===== config.mk =====
export PLATFORM = sky130hd
export DESIGN_NAME = mem_bus_arbiter
export DESIGN_NICKNAME = d
export VERILOG_FILES = /design/src/rtl/mem_arb_pkg.sv /design/src/rtl/mem_arb_rr.sv /design/src/rtl/mem_bus_arbiter.sv
export SDC_FILE = /design/constraint.sdc
export NUM_CORES = 1
export LEC_CHECK = 0
export BUFFER_PORTS_ARGS = -buffer_cell sky130_fd_sc_hd__clkbuf_2
export CORE_MARGIN = 2
export CORE_UTILIZATION = 45
export CTS_CLUSTER_SIZE = 28
export DETAILED_ROUTE_END_ITERATION = 6
export GPL_TIMING_DRIVEN = 0
export PLACE_DENSITY_LB_ADDON = 0.3
export SYNTH_ARGS = -nofsm -noshare
export SYNTH_HDL_FRONTEND = slang
export SYNTH_SLANG_ARGS = --single-unit
export TNS_END_PERCENT = 10

===== constraint.sdc =====
create_clock -name clk -period 2.7 [get_ports clk]
set_input_delay 0.54 -clock clk [delete_from_list [all_inputs] [get_ports clk]]
set_output_delay 0.54 -clock clk [all_outputs]
set_load 0.05 [all_outputs]

===== src/rtl/mem_arb_pkg.sv =====
// Shared types and constants for the data-memory bus arbiter.
package mem_arb_pkg;

  // Transaction sequencing: grant in idle, wait for ack in busy, pulse done.
  typedef enum logic [1:0] {
    StIdle = 2'd0,
    StBusy = 2'd1,
    StDone = 2'd2
  } arb_state_e;

  // Requester identifiers, also the encoding of the owner output.
  localparam logic REQ_CPU  = 1'b0;
  localparam logic REQ_FPGA = 1'b1;

endpackage


===== src/rtl/mem_arb_rr.sv =====
// Two-input round-robin picker: on a tie the requester that did not own
// the bus last time wins; a lone requester always wins.
module mem_arb_rr
  import mem_arb_pkg::*;
(
  input  logic cpu_req_i,
  input  logic fpga_req_i,
  input  logic last_owner_i,
  output logic gnt_valid_o,
  output logic gnt_id_o
);

  // Pick a winner from the current request pair.
  always_comb begin
    gnt_valid_o = cpu_req_i | fpga_req_i;
    gnt_id_o    = REQ_CPU;
    if (cpu_req_i && fpga_req_i) begin
      gnt_id_o = (last_owner_i == REQ_CPU) ? REQ_FPGA : REQ_CPU;
    end else if (fpga_req_i) begin
      gnt_id_o = REQ_FPGA;
    end
  end

endmodule


===== src/rtl/mem_bus_arbiter.sv =====
// Data-memory port arbiter between the CPU core and the FPGA I/O front-end.
// One transaction at a time: grant in IDLE, hold the latched command on the
// memory port through BUSY until mem_ack, then a one-cycle done pulse.
// Optional busy timeout is built only when MEMARB_TIMEOUT_EN is defined.
module mem_bus_arbiter
  import mem_arb_pkg::*;
#(
  parameter int unsigned ADDR_W  = 32,
  parameter int unsigned DATA_W  = 32,
  parameter int unsigned TIMEOUT = 16
) (
  input  logic              clk,
  input  logic              nrst,
  input  logic              cpu_req,
  input  logic              cpu_wen,
  input  logic [ADDR_W-1:0] cpu_addr,
  input  logic [DATA_W-1:0] cpu_wdata,
  output logic [DATA_W-1:0] cpu_rdata,
  output logic              cpu_done,
  input  logic              fpga_req,
  input  logic              fpga_wen,
  input  logic [ADDR_W-1:0] fpga_addr,
  input  logic [DATA_W-1:0] fpga_wdata,
  output logic [DATA_W-1:0] fpga_rdata,
  output logic              fpga_done,
  output logic              mem_en,
  output logic              mem_wen,
  output logic [ADDR_W-1:0] mem_addr,
  output logic [DATA_W-1:0] mem_wdata,
  input  logic [DATA_W-1:0] mem_rdata,
  input  logic              mem_ack,
  output logic              owner,
  output logic              err
);

  if (TIMEOUT < 2) begin : g_bad_timeout
    $error("mem_bus_arbiter: TIMEOUT must be at least 2");
  end

  arb_state_e state_q, state_d;
  logic              owner_q, owner_d;
  logic              mem_en_q, mem_en_d;
  logic              mem_wen_q, mem_wen_d;
  logic [ADDR_W-1:0] mem_addr_q, mem_addr_d;
  logic [DATA_W-1:0] mem_wdata_q, mem_wdata_d;
  logic [DATA_W-1:0] cpu_rdata_q, cpu_rdata_d;
  logic [DATA_W-1:0] fpga_rdata_q, fpga_rdata_d;
  logic              cpu_done_q, cpu_done_d;
  logic              fpga_done_q, fpga_done_d;

  logic              gnt_valid;
  logic              gnt_id;
  logic              finish;
  logic              timeout_hit;
  logic [DATA_W-1:0] rdata_cap;

`ifdef MEMARB_TIMEOUT_EN
  localparam int unsigned CntW = (TIMEOUT > 2) ? $clog2(TIMEOUT) : 1;
  localparam logic [CntW-1:0] CntLast = CntW'(TIMEOUT - 1);

  logic [CntW-1:0] cnt_q, cnt_d;
  logic            err_q, err_d;
`endif

  mem_arb_rr u_rr (
    .cpu_req_i   (cpu_req),
    .fpga_req_i  (fpga_req),
    .last_owner_i(owner_q),
    .gnt_valid_o (gnt_valid),
    .gnt_id_o    (gnt_id)
  );

  // Next-state and registered-output computation for the arbiter FSM.
  always_comb begin
    state_d      = state_q;
    owner_d      = owner_q;
    mem_en_d     = mem_en_q;
    mem_wen_d    = mem_wen_q;
    mem_addr_d   = mem_addr_q;
    mem_wdata_d  = mem_wdata_q;
    cpu_rdata_d  = cpu_rdata_q;
    fpga_rdata_d = fpga_rdata_q;
    cpu_done_d   = 1'b0;
    fpga_done_d  = 1'b0;
    finish       = 1'b0;
    timeout_hit  = 1'b0;
    rdata_cap    = mem_rdata;
`ifdef MEMARB_TIMEOUT_EN
    cnt_d        = cnt_q;
    err_d        = 1'b0;
`endif

    unique case (state_q)
      StIdle: begin
        if (gnt_valid) begin
          // Requester fields are sampled only here; later changes are ignored.
          owner_d  = gnt_id;
          mem_en_d = 1'b1;
          state_d  = StBusy;
          if (gnt_id == REQ_FPGA) begin
            mem_wen_d   = fpga_wen;
            mem_addr_d  = fpga_addr;
            mem_wdata_d = fpga_wdata;
          end else begin
            mem_wen_d   = cpu_wen;
            mem_addr_d  = cpu_addr;
            mem_wdata_d = cpu_wdata;
          end
`ifdef MEMARB_TIMEOUT_EN
          cnt_d = '0;
`endif
        end
      end

      StBusy: begin
        finish = mem_ack;
`ifdef MEMARB_TIMEOUT_EN
        // An ack on the final counted edge wins over the timeout.
        if (!mem_ack) begin
          if (cnt_q == CntLast) begin
            timeout_hit = 1'b1;
            finish      = 1'b1;
            rdata_cap   = '0;
          end else begin
            cnt_d = cnt_q + CntW'(1);
          end
        end
        err_d = timeout_hit;
`endif
        if (finish) begin
          state_d   = StDone;
          mem_en_d  = 1'b0;
          mem_wen_d = 1'b0;
          if (owner_q == REQ_FPGA) begin
            fpga_done_d  = 1'b1;
            fpga_rdata_d = rdata_cap;
          end else begin
            cpu_done_d  = 1'b1;
            cpu_rdata_d = rdata_cap;
          end
        end
      end

      StDone: begin
        // No arbitration here: the requester drops req during done.
        state_d = StIdle;
      end

      default: begin
        state_d = StIdle;
      end
    endcase
  end

  // State and output registers; reset drops any in-flight transaction.
  always_ff @(posedge clk or negedge nrst) begin
    if (!nrst) begin
      state_q      <= StIdle;
      owner_q      <= REQ_CPU;
      mem_en_q     <= 1'b0;
      mem_wen_q    <= 1'b0;
      mem_addr_q   <= '0;
      mem_wdata_q  <= '0;
      cpu_rdata_q  <= '0;
      fpga_rdata_q <= '0;
      cpu_done_q   <= 1'b0;
      fpga_done_q  <= 1'b0;
    end else begin
      state_q      <= state_d;
      owner_q      <= owner_d;
      mem_en_q     <= mem_en_d;
      mem_wen_q    <= mem_wen_d;
      mem_addr_q   <= mem_addr_d;
      mem_wdata_q  <= mem_wdata_d;
      cpu_rdata_q  <= cpu_rdata_d;
      fpga_rdata_q <= fpga_rdata_d;
      cpu_done_q   <= cpu_done_d;
      fpga_done_q  <= fpga_done_d;
    end
  end

`ifdef MEMARB_TIMEOUT_EN
  // Busy-cycle counter and timeout error pulse.
  always_ff @(posedge clk or negedge nrst) begin
    if (!nrst) begin
      cnt_q <= '0;
      err_q <= 1'b0;
    end else begin
      cnt_q <= cnt_d;
      err_q <= err_d;
    end
  end

  assign err = err_q;
`else
  assign err = 1'b0;
`endif

  assign owner      = owner_q;
  assign mem_en     = mem_en_q;
  assign mem_wen    = mem_wen_q;
  assign mem_addr   = mem_addr_q;
  assign mem_wdata  = mem_wdata_q;
  assign cpu_rdata  = cpu_rdata_q;
  assign fpga_rdata = fpga_rdata_q;
  assign cpu_done   = cpu_done_q;
  assign fpga_done  = fpga_done_q;

endmodule


# After elaboration in Yosys (flattened, before gate mapping)
# Cells that the tools add are included.
# classes
eq_ne	3
n_mux	19
n_bitwise	2
n_reduce_logical	8
# ops
operator	count
$mux W32	2
$mux W1	12
$reduce_and A3 Y1	3
$mux W2	2
$ne A2 B2 Y1 const B	2
$pmux W1 S2	2
$pmux W2 S2	1
$reduce_and A2 Y1	2
$eq A2 B1 Y1 const B	1
$logic_not A2 Y1	1
$reduce_bool A2 Y1	1
$logic_and A1 B1 Y1	1
$not A1 Y1	1
$or A1 B1 Y1	1
# totals
regBits	135
out_inout_bits	134
elab_cells	42

# Longest topological paths before layout
# logic_depth
depth_word	5
ltp_mapped	5
ltp_nobuf	4

# Cells and area by module
# Synthesis repeated with hierarchy kept, for this count alone.
# hier_totals
hier_cells	438
hier_area_um2	5602.9
# by_module_without_submodules
mod	instances	cells_each	area_each_um2
mem_bus_arbiter	1	436	5589.1
mem_arb_rr	1	2	13.8

# Least setup slack after synthesis
# No wires, ideal clock.
# synth_timing
path_type	register -> register
from	register owner_q, in the netlist owner
to	register mem_addr_q[0], in the netlist mem_addr[0]
arrival_ns	1.708
path_slack_ns	0.868
stages_incl_launch_ff	6
path_buffers	2
period_less_slack_ns	1.832
cell_sequence	dfrtp_1 > a21bo_1 > buf_6 > buf_6 > mux2_1 > mux2_2
# synth_between
elab_chain_len	3
# synth_rtl
item	line_no	source
from (decl)	mem_bus_arbiter.sv:41	logic owner_q, owner_d;
from (signal assigned)	mem_bus_arbiter.sv:170	owner_q <= owner_d;
$mux W1	mem_arb_rr.sv:18	gnt_id_o = (last_owner_i == REQ_CPU) ? REQ_FPGA : REQ_CPU;
$mux W1	mem_arb_rr.sv:17	if (cpu_req_i && fpga_req_i) begin
$mux W32	mem_bus_arbiter.sv:100	if (gnt_id == REQ_FPGA) begin
to (signal assigned)	mem_bus_arbiter.sv:173	mem_addr_q <= mem_addr_d;
to (decl)	mem_bus_arbiter.sv:44	logic [ADDR_W-1:0] mem_addr_q, mem_addr_d;
# No other way between the ends.
# A chain may end at the register's enable or synchronous reset.

# Worst setup path after layout
# layout_timing
from	register state_q[1]
to	register cpu_rdata_q[16], in the netlist cpu_rdata[16]
# layout_between
elab_chain_len	2
# layout_rtl
item	line_no	source
from (decl)	mem_bus_arbiter.sv:40	arb_state_e state_q, state_d;
from (signal assigned)	mem_bus_arbiter.sv:158	state_q <= StIdle;
from (signal assigned)	mem_bus_arbiter.sv:169	state_q <= state_d;
$eq A2 B1 Y1	mem_bus_arbiter.sv:93	unique case (state_q)
$reduce_and A3 Y1 (no source line)	--	
to (signal assigned)	mem_bus_arbiter.sv:175	cpu_rdata_q <= cpu_rdata_d;
to (decl)	mem_bus_arbiter.sv:46	logic [DATA_W-1:0] cpu_rdata_q, cpu_rdata_d;
# No other way between the ends.

==> impl_metrics.csv <==
group,metric,value,unit
layout,layout.nets,852,
critical_path,crit_type,"reg -> reg",
layout,final_cells,870,
critical_path,slowest_stage,"nor2_1",
logic_synthesis,synth_top_area_cell,"dfrtp_1",
sta,worst_hold_slack,0.0799,ns
clocking,root_buffer,"clkbuf_16",
critical_path,crit_path_max_incr_delay,0.43,ns
global_routing,grt_pass1_wl,23500,um
clocking,h-tree-depth,4,
drt,met3_wirelength,1270,um
placement,dp.cells,838,
critical_path,timing.rr.start,"state_q[1]",
drt,drc,0,
sta,relSlewSlack,61.5,%
outcome,status,"finished, final reports clean",
sta,fmax,0.524,GHz
critical_path,r2r_cells,4,
sta,drv_slew,0,
critical_path,timing.rr.end,"cpu_rdata[16]",
clocking,post-cts-setup-buffer-count,0,
critical_path,critPathMaxFanout,10,
critical_path,worstSetupEndpointType,"register",
drt,avgViaCountPerCell,4.83,
drt,route.vias.total,4205,
clocking,cts_buffer_depth,2,
clocking,cts_sinks,135,
logic_synthesis,synth_cell_type_count,19,
logic_synthesis,ys_top_cells_by_area,"dfrtp_1, mux2_2, mux2_1",
job,max_cap_viol_count,0,
drt,wl,14400,um
clocking,cts_tree,"done",
hold_path,hp-class,"in -> async",
logic_synthesis,netlist_instances,366,
layout,final_common_cell,"clkbuf_2",
global_routing,grtUsageTotal,21.6,%
global_routing,grt_pass1_vias,4678,
floorplanning,rows,41,
floorplanning,fp.dieH,117,um
clocking,path_clk_slew,0.06,ns
critical_path,reg2reg_slack,0.79,ns
drt,routed-wl-met2,7440,um
drt,top_layer,"met4",
logic_synthesis,syn_area,0.00578,mm^2
floorplanning,fp.dieArea,0.0138,mm^2
critical_path,critPathLaunchType,"register",
sta,report.final.hold_viol_count,0,
floorplanning,die_w,117,um
critical_path,cp_data_arrival_time,2.19,ns
critical_path,path_cells,"nand3b_1 > nor2_1 > buf_2 > mux2_2",
sta,rsz0062_at_grt,"false",
logic_synthesis,synth_top_area_share,58.4,%
logic_synthesis,synth_seq_cells,135,
floorplanning,num_io_pins,301,
clocking,clk-insertion-delay-late,0.41,ns
logic_synthesis,yosys_warnings,0,
global_routing,grt_overflow,0,
layout,postLayoutCoreUtil,64.8,%
drt,ant_nets,0,
sta,finalClockSkew,0.0104,ns
layout,drive_gt1_share,70.6,%
clocking,cts_made_buffers,17,
placement,dp_hpwl,11100,um
clocking,hold_buffers,0,
sta,setup_viol,0,
sta,final.period_utilization,70.7,%
drt,wire_per_inst,16.5,um
placement,gp_routability_congestion,0.818,
logic_synthesis,syn_nets,533,
logic_synthesis,avgSynthCellArea,15.8,um^2
layout,syn2layout_area_growth,41.0,%
floorplanning,initial_core_util,46.0,%
floorplanning,core-area,0.0126,mm^2
global_routing,antenna_found_initial,0,
critical_path,crit_required,2.98,ns
drt,initialDrtViolationCount,118,
drt,wl_met1,5330,um
drt,drtPass1Iterations,4,
sta,fin_crit,1.91,ns
global_routing,grt_max_degree,81,
logic_synthesis,synth-seq-area-share,58.4,%
sta,worst_slew_pin_slew,0.577,ns
clocking,cts_resized,0,
layout,final_cell_mix,"clkbuf_2, mux2_2, dfrtp_1, mux2_1, clkbuf_16",
placement,portBuffers,299,
layout,diodes,0,
## metal layers
layer,GRT usage [%],up-vias
li1,-,1942
met1,22.4,2035
met2,38.9,203
met3,8.85,25
met4,8.43,0
met5,0,-
## critical path, delay by kind of cell, from the launching register on
kind / cells / cell delay (ns)
flops: 1 / 0.39
mux: 1 / 0.38
simple gates: 2 / 0.66
buf+inv: 1 / 0.36
## worst max-delay path by stage
stage	startpoint	end	slack, ns	cells after the start
2_1_floorplan	owner	mem_addr[0]	0.87	5
3_3_place_gp	nrst	mem_addr[17]	-0.90	1
3_5_place_dp	mem_ack	cpu_rdata[19]	0.60	5
4_1_cts	state_q[1]	cpu_rdata[16]	0.73	4
5_1_grt	state_q[1]	cpu_rdata[18]	0.66	4
6_report	state_q[1]	cpu_rdata[16]	0.79	4
## cell usage after synthesis
master / number
a21bo_1: 1
a21oi_1: 1
a31oi_1: 1
buf_2: 11
buf_4: 1
buf_6: 6
clkbuf_1: 3
conb_1: 1
dfrtp_1: 135
inv_1: 2
mux2_1: 49
mux2_2: 143
mux2i_1: 2
nand2_1: 4
nand2b_1: 1
nand3b_1: 1
nor2_1: 2
o21ai_0: 1
o21ai_1: 1
## area by class of cell
cell class / instances / area, um^2
fillers: 943 / 4420
plain buffers: 21 / 141
inverters: 2 / 7.51
clock inverters: 15 / 194
multi-input cells: 208 / 2250
clock buffers: 17 / 425
well taps: 172 / 215
repair buffers: 300 / 1530
flip-flops and latches: 135 / 3380
## stage by stage
stage | area [um^2] | setup slack (ns) | TNS (ns)
2_1_floorplan | 5780 | 0.868 | 0
3_3_place_gp | 7490 | -0.897 | -119.48
3_5_place_dp | 7530 | 0.603 | 0
4_1_cts | 8150 | 0.729 | 0
5_1_grt | 8150 | 0.663 | 0
6_report | 8150 | 0.790 | 0
## kinds of logic after synthesis
kind of cell           share of synthesized area, %
and+or+nand+nor                               0.628
buffers and inverters                          2.58
AOI/OAI and AO/OA                             0.541
muxes                                          37.7
DFF                                            58.4
other                                        0.0649
## flip-flops by register name (all words and copies together), names as in the netlist
signal / count
cpu_rdata: 32
fpga_rdata: 32
mem_addr: 32
mem_wdata: 32
state_q: 2
cpu_done: 1
fpga_done: 1
mem_en: 1
mem_wen: 1
owner: 1
Power is not shown: default switching activity piles up to over one toggle a cycle in this logic, so the estimate is an artifact.
